### config.mk
export PLATFORM = sky130hd
export DESIGN_NAME = uart_rx_frame_fifo_flat
export DESIGN_NICKNAME = d
export VERILOG_FILES = /design/src/rtl/uart_rx_frame_fifo_pkg.sv /design/src/rtl/uart_rx_frame_fifo_if.sv /design/src/rtl/uart_rx_frame_fifo_sync_fifo.sv /design/src/rtl/uart_rx_frame_fifo.sv /design/src/flat_wrapper.sv
export SDC_FILE = /design/constraint.sdc
export NUM_CORES = 1
export LEC_CHECK = 0
export CAP_MARGIN = 20
export CORE_MARGIN = 5
export CORE_UTILIZATION = 50
export CTS_CLUSTER_SIZE = 30
export DETAILED_ROUTE_END_ITERATION = 6
export HOLD_SLACK_MARGIN = 0.1
export MAX_ROUTING_LAYER = met4
export PLACE_DENSITY_LB_ADDON = 0.05
export SLEW_MARGIN = 20
export SYNTH_ARGS = -nofsm -noshare
export SYNTH_HDL_FRONTEND = slang
export SYNTH_SLANG_ARGS = --single-unit
### constraint.sdc
create_clock -name clk -period 2.6 [get_ports clk]
set_input_delay 0.52 -clock clk [delete_from_list [all_inputs] [get_ports clk]]
set_output_delay 0.52 -clock clk [all_outputs]
set_load 0.02 [all_outputs]
### src/rtl/uart_rx_frame_fifo_pkg.sv
// Shared frame layout for the UART receive path: field positions, framing bit values
// and the start/stop check used by uart_rx_frame_fifo.
package uart_pkg;
    localparam int   FRAME_W   = 10;
    localparam logic START_BIT = 1'b0;
    localparam logic STOP_BIT  = 1'b1;
    localparam int   DATA_LSB  = 1;
    localparam int   DATA_MSB  = 8;
    localparam int   DATA_W    = DATA_MSB - DATA_LSB + 1;

    typedef logic [DATA_W-1:0]  byte_t;
    typedef logic [FRAME_W-1:0] frame_t;

    function automatic logic frame_ok(input frame_t f);
        return (f[0] == START_BIT) && (f[FRAME_W-1] == STOP_BIT);
    endfunction
endpackage

### src/rtl/uart_rx_frame_fifo_if.sv
// Host read port of uart_rx_frame_fifo: show-ahead valid/ready byte stream plus fill level.
// master = FIFO side, slave = host side.
interface uart_rx_frame_fifo_if #(
    parameter int DEPTH = 16
);
    import uart_pkg::*;
    localparam int AW = $clog2(DEPTH);

    byte_t       rd_data;
    logic        rd_valid;
    logic        rd_ready;
    logic [AW:0] level;

    modport master (output rd_data, output rd_valid, output level, input rd_ready);
    modport slave  (input rd_data, input rd_valid, input level, output rd_ready);
endinterface

### src/rtl/uart_rx_frame_fifo_sync_fifo.sv
// Single-clock FIFO with AW+1 bit wrapping pointers and show-ahead read data.
// A push while full is accepted only when a pop happens in the same cycle.
module uart_sync_fifo #(
    parameter int DEPTH = 16,
    parameter int WIDTH = 8
) (
    input  logic                     clk,
    input  logic                     rst,
    input  logic                     push,
    input  logic [WIDTH-1:0]         wdata,
    input  logic                     pop,
    output logic [WIDTH-1:0]         rdata,
    output logic                     full,
    output logic                     empty,
    output logic [$clog2(DEPTH):0]   level
);
    localparam int AW = $clog2(DEPTH);

    logic [WIDTH-1:0] mem_q [DEPTH];
    logic [AW:0]      wptr_q, wptr_d;
    logic [AW:0]      rptr_q, rptr_d;
    logic             do_push, do_pop;

    always_comb begin
        empty   = (wptr_q == rptr_q);
        full    = (wptr_q[AW] != rptr_q[AW]) && (wptr_q[AW-1:0] == rptr_q[AW-1:0]);
        do_pop  = pop && !empty;
        do_push = push && (!full || do_pop);
        wptr_d  = wptr_q + {{AW{1'b0}}, do_push};
        rptr_d  = rptr_q + {{AW{1'b0}}, do_pop};
        level   = wptr_q - rptr_q;
        // Zero while empty so the read port shows a clean value out of reset.
        rdata   = empty ? '0 : mem_q[rptr_q[AW-1:0]];
    end

    always_ff @(posedge clk or posedge rst) begin
        if (rst) begin
            wptr_q <= '0;
            rptr_q <= '0;
        end else begin
            wptr_q <= wptr_d;
            rptr_q <= rptr_d;
        end
    end

    always_ff @(posedge clk) begin
        if (do_push) begin
            mem_q[wptr_q[AW-1:0]] <= wdata;
        end
    end
endmodule

### src/rtl/uart_rx_frame_fifo.sv
// UART receive back end: resynchronises the frame strobe, checks framing, buffers bytes, raises irq.
// Optional macro UART_RX_STATS_EN adds saturating frm_cnt/ovf_cnt error counters.
module uart_rx_frame_fifo
    import uart_pkg::*;
#(
    parameter int DEPTH      = 16,
    parameter int IRQ_THRESH = 1
) (
    input  logic                   clk,
    input  logic                   RST,
    input  logic                   irq_rx_in,
    input  frame_t                 frame_in,
    uart_rx_frame_fifo_if.master   host,
    output logic                   frm_err,
    output logic                   ovf,
    output logic                   err_sticky,
    input  logic                   clr_err,
    output logic                   irq
`ifdef UART_RX_STATS_EN
    ,
    output logic [7:0]             frm_cnt,
    output logic [7:0]             ovf_cnt
`endif
);
    localparam int          AW       = $clog2(DEPTH);
    localparam logic [AW:0] THRESH_L = (AW+1)'(IRQ_THRESH);

    logic        s1_q, s1_d, s2_q, s2_d, s3_q, s3_d;
    logic [1:0]  warm_q, warm_d;
    logic        armed_q, armed_d;
    logic        frm_err_q, frm_err_d, ovf_q, ovf_d;
    logic        err_sticky_q, err_sticky_d;
    logic        push_evt, ok, pop, wr, bad_evt, ovf_evt;
    logic        fifo_full, fifo_empty;
    byte_t       fifo_rdata;
    logic [AW:0] fifo_level;

    uart_sync_fifo #(.DEPTH(DEPTH), .WIDTH(DATA_W)) u_fifo (
        .clk   (clk),
        .rst   (RST),
        .push  (wr),
        .wdata (frame_in[DATA_MSB:DATA_LSB]),
        .pop   (pop),
        .rdata (fifo_rdata),
        .full  (fifo_full),
        .empty (fifo_empty),
        .level (fifo_level)
    );

    // armed only after the synchroniser has shown a low strobe following reset,
    // so a strobe already high when reset is released is never taken as a new frame.
    always_comb begin
        s1_d     = irq_rx_in;
        s2_d     = s1_q;
        s3_d     = s2_q;
        warm_d   = {warm_q[0], 1'b1};
        armed_d  = armed_q | (warm_q[1] & ~s2_q);
        push_evt = s2_q & ~s3_q & armed_q;
        ok       = frame_ok(frame_in);
        pop      = ~fifo_empty & host.rd_ready;
        bad_evt  = push_evt & ~ok;
        wr       = push_evt & ok & (~fifo_full | pop);
        ovf_evt  = push_evt & ok & fifo_full & ~pop;
        frm_err_d = bad_evt;
        ovf_d     = ovf_evt;
        err_sticky_d = (bad_evt | ovf_evt) ? 1'b1 : (clr_err ? 1'b0 : err_sticky_q);
    end

    always_ff @(posedge clk or posedge RST) begin
        if (RST) begin
            s1_q         <= 1'b0;
            s2_q         <= 1'b0;
            s3_q         <= 1'b0;
            warm_q       <= '0;
            armed_q      <= 1'b0;
            frm_err_q    <= 1'b0;
            ovf_q        <= 1'b0;
            err_sticky_q <= 1'b0;
        end else begin
            s1_q         <= s1_d;
            s2_q         <= s2_d;
            s3_q         <= s3_d;
            warm_q       <= warm_d;
            armed_q      <= armed_d;
            frm_err_q    <= frm_err_d;
            ovf_q        <= ovf_d;
            err_sticky_q <= err_sticky_d;
        end
    end

    assign host.rd_data  = fifo_rdata;
    assign host.rd_valid = ~fifo_empty;
    assign host.level    = fifo_level;
    assign frm_err       = frm_err_q;
    assign ovf           = ovf_q;
    assign err_sticky    = err_sticky_q;
    assign irq           = (fifo_level >= THRESH_L) | err_sticky_q;

`ifdef UART_RX_STATS_EN
    logic [7:0] frm_cnt_q, frm_cnt_d, ovf_cnt_q, ovf_cnt_d;

    function automatic logic [7:0] sat_inc(input logic [7:0] c);
        return (c == 8'hFF) ? c : c + 8'd1;
    endfunction

    // A clear in the same cycle as an event restarts the count at 1.
    always_comb begin
        frm_cnt_d = clr_err ? {7'd0, bad_evt} : (bad_evt ? sat_inc(frm_cnt_q) : frm_cnt_q);
        ovf_cnt_d = clr_err ? {7'd0, ovf_evt} : (ovf_evt ? sat_inc(ovf_cnt_q) : ovf_cnt_q);
    end

    always_ff @(posedge clk or posedge RST) begin
        if (RST) begin
            frm_cnt_q <= '0;
            ovf_cnt_q <= '0;
        end else begin
            frm_cnt_q <= frm_cnt_d;
            ovf_cnt_q <= ovf_cnt_d;
        end
    end

    assign frm_cnt = frm_cnt_q;
    assign ovf_cnt = ovf_cnt_q;
`endif
endmodule

### src/flat_wrapper.sv
// flat-port wrapper written by rule: the top's interface ports become plain ports
module uart_rx_frame_fifo_flat import uart_pkg::*;
#(
    parameter int DEPTH      = 16,
    parameter int IRQ_THRESH = 1
)
  (clk, RST, irq_rx_in, frame_in, frm_err, ovf, err_sticky, clr_err, irq, host_rd_data, host_rd_valid, host_level, host_rd_ready);
  uart_rx_frame_fifo_if #(.DEPTH(DEPTH)) host_i ();
  input  logic clk;
  input  logic RST;
  input  logic irq_rx_in;
  input  frame_t frame_in;
  output logic frm_err;
  output logic ovf;
  output logic err_sticky;
  input  logic clr_err;
  output logic irq;
  output wire logic [$bits(host_i.rd_data)-1:0] host_rd_data;
  output wire logic [$bits(host_i.rd_valid)-1:0] host_rd_valid;
  output wire logic [$bits(host_i.level)-1:0] host_level;
  input wire logic [$bits(host_i.rd_ready)-1:0] host_rd_ready;
  assign host_rd_data = host_i.rd_data;
  assign host_rd_valid = host_i.rd_valid;
  assign host_level = host_i.level;
  assign host_i.rd_ready = host_rd_ready;
  uart_rx_frame_fifo #(.DEPTH(DEPTH), .IRQ_THRESH(IRQ_THRESH)) u_core (.clk(clk), .RST(RST), .irq_rx_in(irq_rx_in), .frame_in(frame_in), .host(host_i), .frm_err(frm_err), .ovf(ovf), .err_sticky(err_sticky), .clr_err(clr_err), .irq(irq));
endmodule
==> flow_summary_export.csv <==
group,metric,value,unit
clocking,cts_tree,"built",
synthesis,synth_area_leader_cell,"edfxtp_1",
timing,min_period,2.77,ns
final_layout,drive_gt1_share,36.9,%
pwr,power_switching,2.84,mW
setup_path,max_stage_delay,0.40,ns
synthesis,synth.top_cell.area_share,64.6,%
setup_path,start_kind,"flip-flop",
setup_path,crit_type,"reg2out",
setup_path,critPathMaxFanout,2,
hold_path,hold_path.class,"reg2reg",
synthesis,syn_nets,334,
synthesis,synthArstFlopShare,12.9,%
synthesis,synthCells,310,
timing,period_share,107,%
drt,met3WireLength,934,um
global_routing,grt_max_degree,20,
final_layout,design_area,0.00758,mm2
final_layout,final_cells,555,
clocking,cts_buffers,17,
pwr,ir_worst_vdd,0.528,mV
placement,dpl.cell_count,519,
drt,via_per_inst,5.52,
synthesis,ys_seq_elements,147,
flow_run,drv_cap,0,
pwr,p_sw_share,31.0,%
clocking,clkLatencyLatePin,0.42,ns
synthesis,synth_warnings,0,
synthesis,synth_ff_type,"edfxtp_1",
setup_path,worstPathRequired,2.08,ns
pwr,p_leak,2.71,nW
synthesis,netlist_area,0.00595,mm2
setup_path,cp_slowest_cell,"dfrtp_1",
timing,tightest_slew,0.763,ns
placement,place.port_buffers,32,
final_layout,utilization,65.8,%
drt,avgRoutedWirePerCell,22.5,um
floorplanning,core_area,0.0115,mm2
timing,rsz0062_at_grt,"yes",
global_routing,grt_pass1_vias,3266,
drt,vias,3066,
placement,gp_congestion,0.790,
synthesis,synth_edf_count,128,
floorplanning,initial_core_util,51.7,%
drt,drt_wl_total,12.5,mm
floorplanning,rows,39,
synthesis,ys_types,38,
floorplanning,fp.dieW,119,um
pwr,p_comb_share,40.4,%
pwr,power.share.clock,29.6,%
setup_path,cp-end-kind,"output pin",
final_layout,layout_common_cells,"edfxtp_1, buf_4, mux4_2, nand2_1, clkdlybuf4s50_1",
final_layout,syn2layout_area_growth,27.5,%
clocking,root_buffer,"clkbuf_16",
pwr,sequentialPowerShare,30.0,%
setup_path,cp_common_cell,"inv_2",
pwr,power_density,1210,mW/mm2
setup_path,crit_chain,"inv_2 > ha_4 > inv_2 > fa_2 > a21o_1 > a21oi_2 > xnor2_1 > o2111ai_1 > buf_4",
setup_path,cp.arrival,2.25,ns
status,violations,"negative setup slack",
timing,finalSetupTns,-0.928,ns
drt,drtIter0Drc,264,
drt,drc_errors,0,
global_routing,grt_usage,19.9,%
drt,highest_layer,"met4",
final_layout,finalNetCount,423,
timing,skew,0.0102,ns
timing,hold_viol,0,
floorplanning,boundaryPins,33,
final_layout,layout_commonest_cell,"edfxtp_1",
floorplanning,die_h,119,um
synthesis,synth.area.top_cells,"edfxtp_1, mux4_2, dfrtp_1",
clocking,cts_buffer_depth,2,
status,run_status,"finished with violations",
clocking,clk_pin_slew,0.06,ns
final_layout,num_antenna_cells,0,
drt,first_pass_iters,4,
clocking,htree_levels,4,
global_routing,grt.overflow.total,0,
clocking,holdBufCountCts,0,
global_routing,grt_pass1_wl,19.7,mm
timing,fmax,361,MHz
timing,setup_viol,10,
drt,ant_nets,0,
timing,timing.final.ws_setup,-0.172,ns
placement,hpwl,8.02,mm
timing,maxSlewHeadroom,49.1,%
final_layout,fill_cells,782,
floorplanning,die_area,0.0142,mm2
pwr,p_int,6.32,mW
global_routing,antenna_found_initial,0,
timing,slew_violations,0,
pwr,total_power,9.16,mW
clocking,cts_sinks,147,
synthesis,syn_area_per_cell,19.2,um2
synthesis,ys_seq_area_share,72.6,%
placement,placed_area,0.00674,mm2
drt,dr_wl_met2,5.76,mm
drt,met1Wirelength,5.63,mm
power groups by stage:
stage / Clock [mW] / Combinational (mW) / Sequential, mW
6_report: 2.71 / 3.70 / 2.75
5_1_grt: 2.87 / 3.99 / 2.76
4_1_cts: 2.76 / 3.66 / 2.75
3_5_place_dp: 0 / 3.32 / 2.78
3_3_place_gp: 0 / 3.30 / 2.78
2_1_floorplan: 0 / 1.93 / 2.78
metrics by stage:
step / hold WS, ns / setup WS [ns]
finish: 0.351 / -0.172
global route: 0.364 / -0.258
CTS: 0.354 / -0.171
detailed placement: 0.341 / -0.216
global placement: 0.334 / -0.140
floorplan: 0.331 / 0.0312
critical path: cells and delay by family, from the launching register on:
family	cells	cell delay, ns
adders and majority gates	2	0.47
AOI/OAI and AO/OA	3	0.51
xor gates and xnor gates	1	0.16
DFF	1	0.40
buffers and inverters	3	0.30
cells by family after synthesis:
group / share of synthesized area (%)
AOI/OAI and AO/OA: 2.02
xor gates and xnor gates: 1.33
adders and majority gates: 2.02
buffers and inverters: 2.71
DFF: 72.6
muxes: 14.1
other: 0.0630
and+or+nand+nor: 5.15
flip-flops by register name, summed over array words and instances, names as in the netlist:
name	count
u_core.u_fifo.mem_q	128
u_core.armed_q	1
u_core.err_sticky	1
u_core.s3_q	1
u_core.s2_q	1
u_core.u_fifo.rptr_q	5
u_core.ovf	1
u_core.s1_q	1
u_core.warm_q	2
u_core.u_fifo.wptr_q	5
u_core.frm_err	1
area by class of cell:
cell class,instances,area (um2),share of cell area (%)
clock buffer,17,425,5.61
clock inverter,15,236,3.12
inverter,13,51.3,0.677
multi-input combinational,139,1610,21.2
sequential,147,4320,57.0
tap,143,179,2.36
timing repair buffer,81,761,10.0
synth_stat cells (2+ instances only):
cell and count:
dfrtp_1 19, xnor2_1 6, buf_6 4, nand3b_1 2, nor3_1 5, nor2_1 15, nand3_1 5, mux2i_1 8
a21o_1 2, edfxtp_1 128, inv_1 11, and3_1 8, buf_2 3, buf_12 2, mux4_1 10, xor2_1 3
a211oi_1 8, nor2b_1 4, mux4_2 22, ha_1 8, nand2_1 20
path summary, 6_finish.rpt:
| kind | start | endpoint | slack [ns] | cells after the start |
|---|---|---|---|---|
| worst min register to register | u_core.warm_q[0]$_DFF_PP0_ | u_core.warm_q[1]$_DFF_PP0_ | 0.35 | 0 |
| worst max-delay path | u_core.u_fifo.wptr_q[0]$_DFF_PP0_ | irq | -0.17 | 9 |
| max in group asynchronous | RST | u_core.u_fifo.rptr_q[0]$_DFF_PP0_ | 1.54 | 2 |
| min in group asynchronous | RST | u_core.s1_q$_DFF_PP0_ | 0.53 | 2 |
| worst min-delay path | u_core.warm_q[0]$_DFF_PP0_ | u_core.warm_q[1]$_DFF_PP0_ | 0.35 | 0 |
| worst max register to register | u_core.u_fifo.rptr_q[2]$_DFF_PP0_ | u_core.u_fifo.mem_q[4][4]$_DFFE_PP_ | 0.32 | 8 |
what timing repair did:
action / in CTS / in global routing
gates resized for setup: 107 / 14
gates cloned: 3 / 0
setup endpoints to repair: 14 / 13
buffers inserted: 2 / 0
pin swaps: 13 / 9
routing by layer:
metal | track usage [%] | vias to the layer above
met2 | 28.0 | 104
met4 | 7.39 | 0
li1 | - | 1402
met1 | 27.4 | 1550
met3 | 6.40 | 10
met5 | - | -
(Power assumes the default switching activity.)
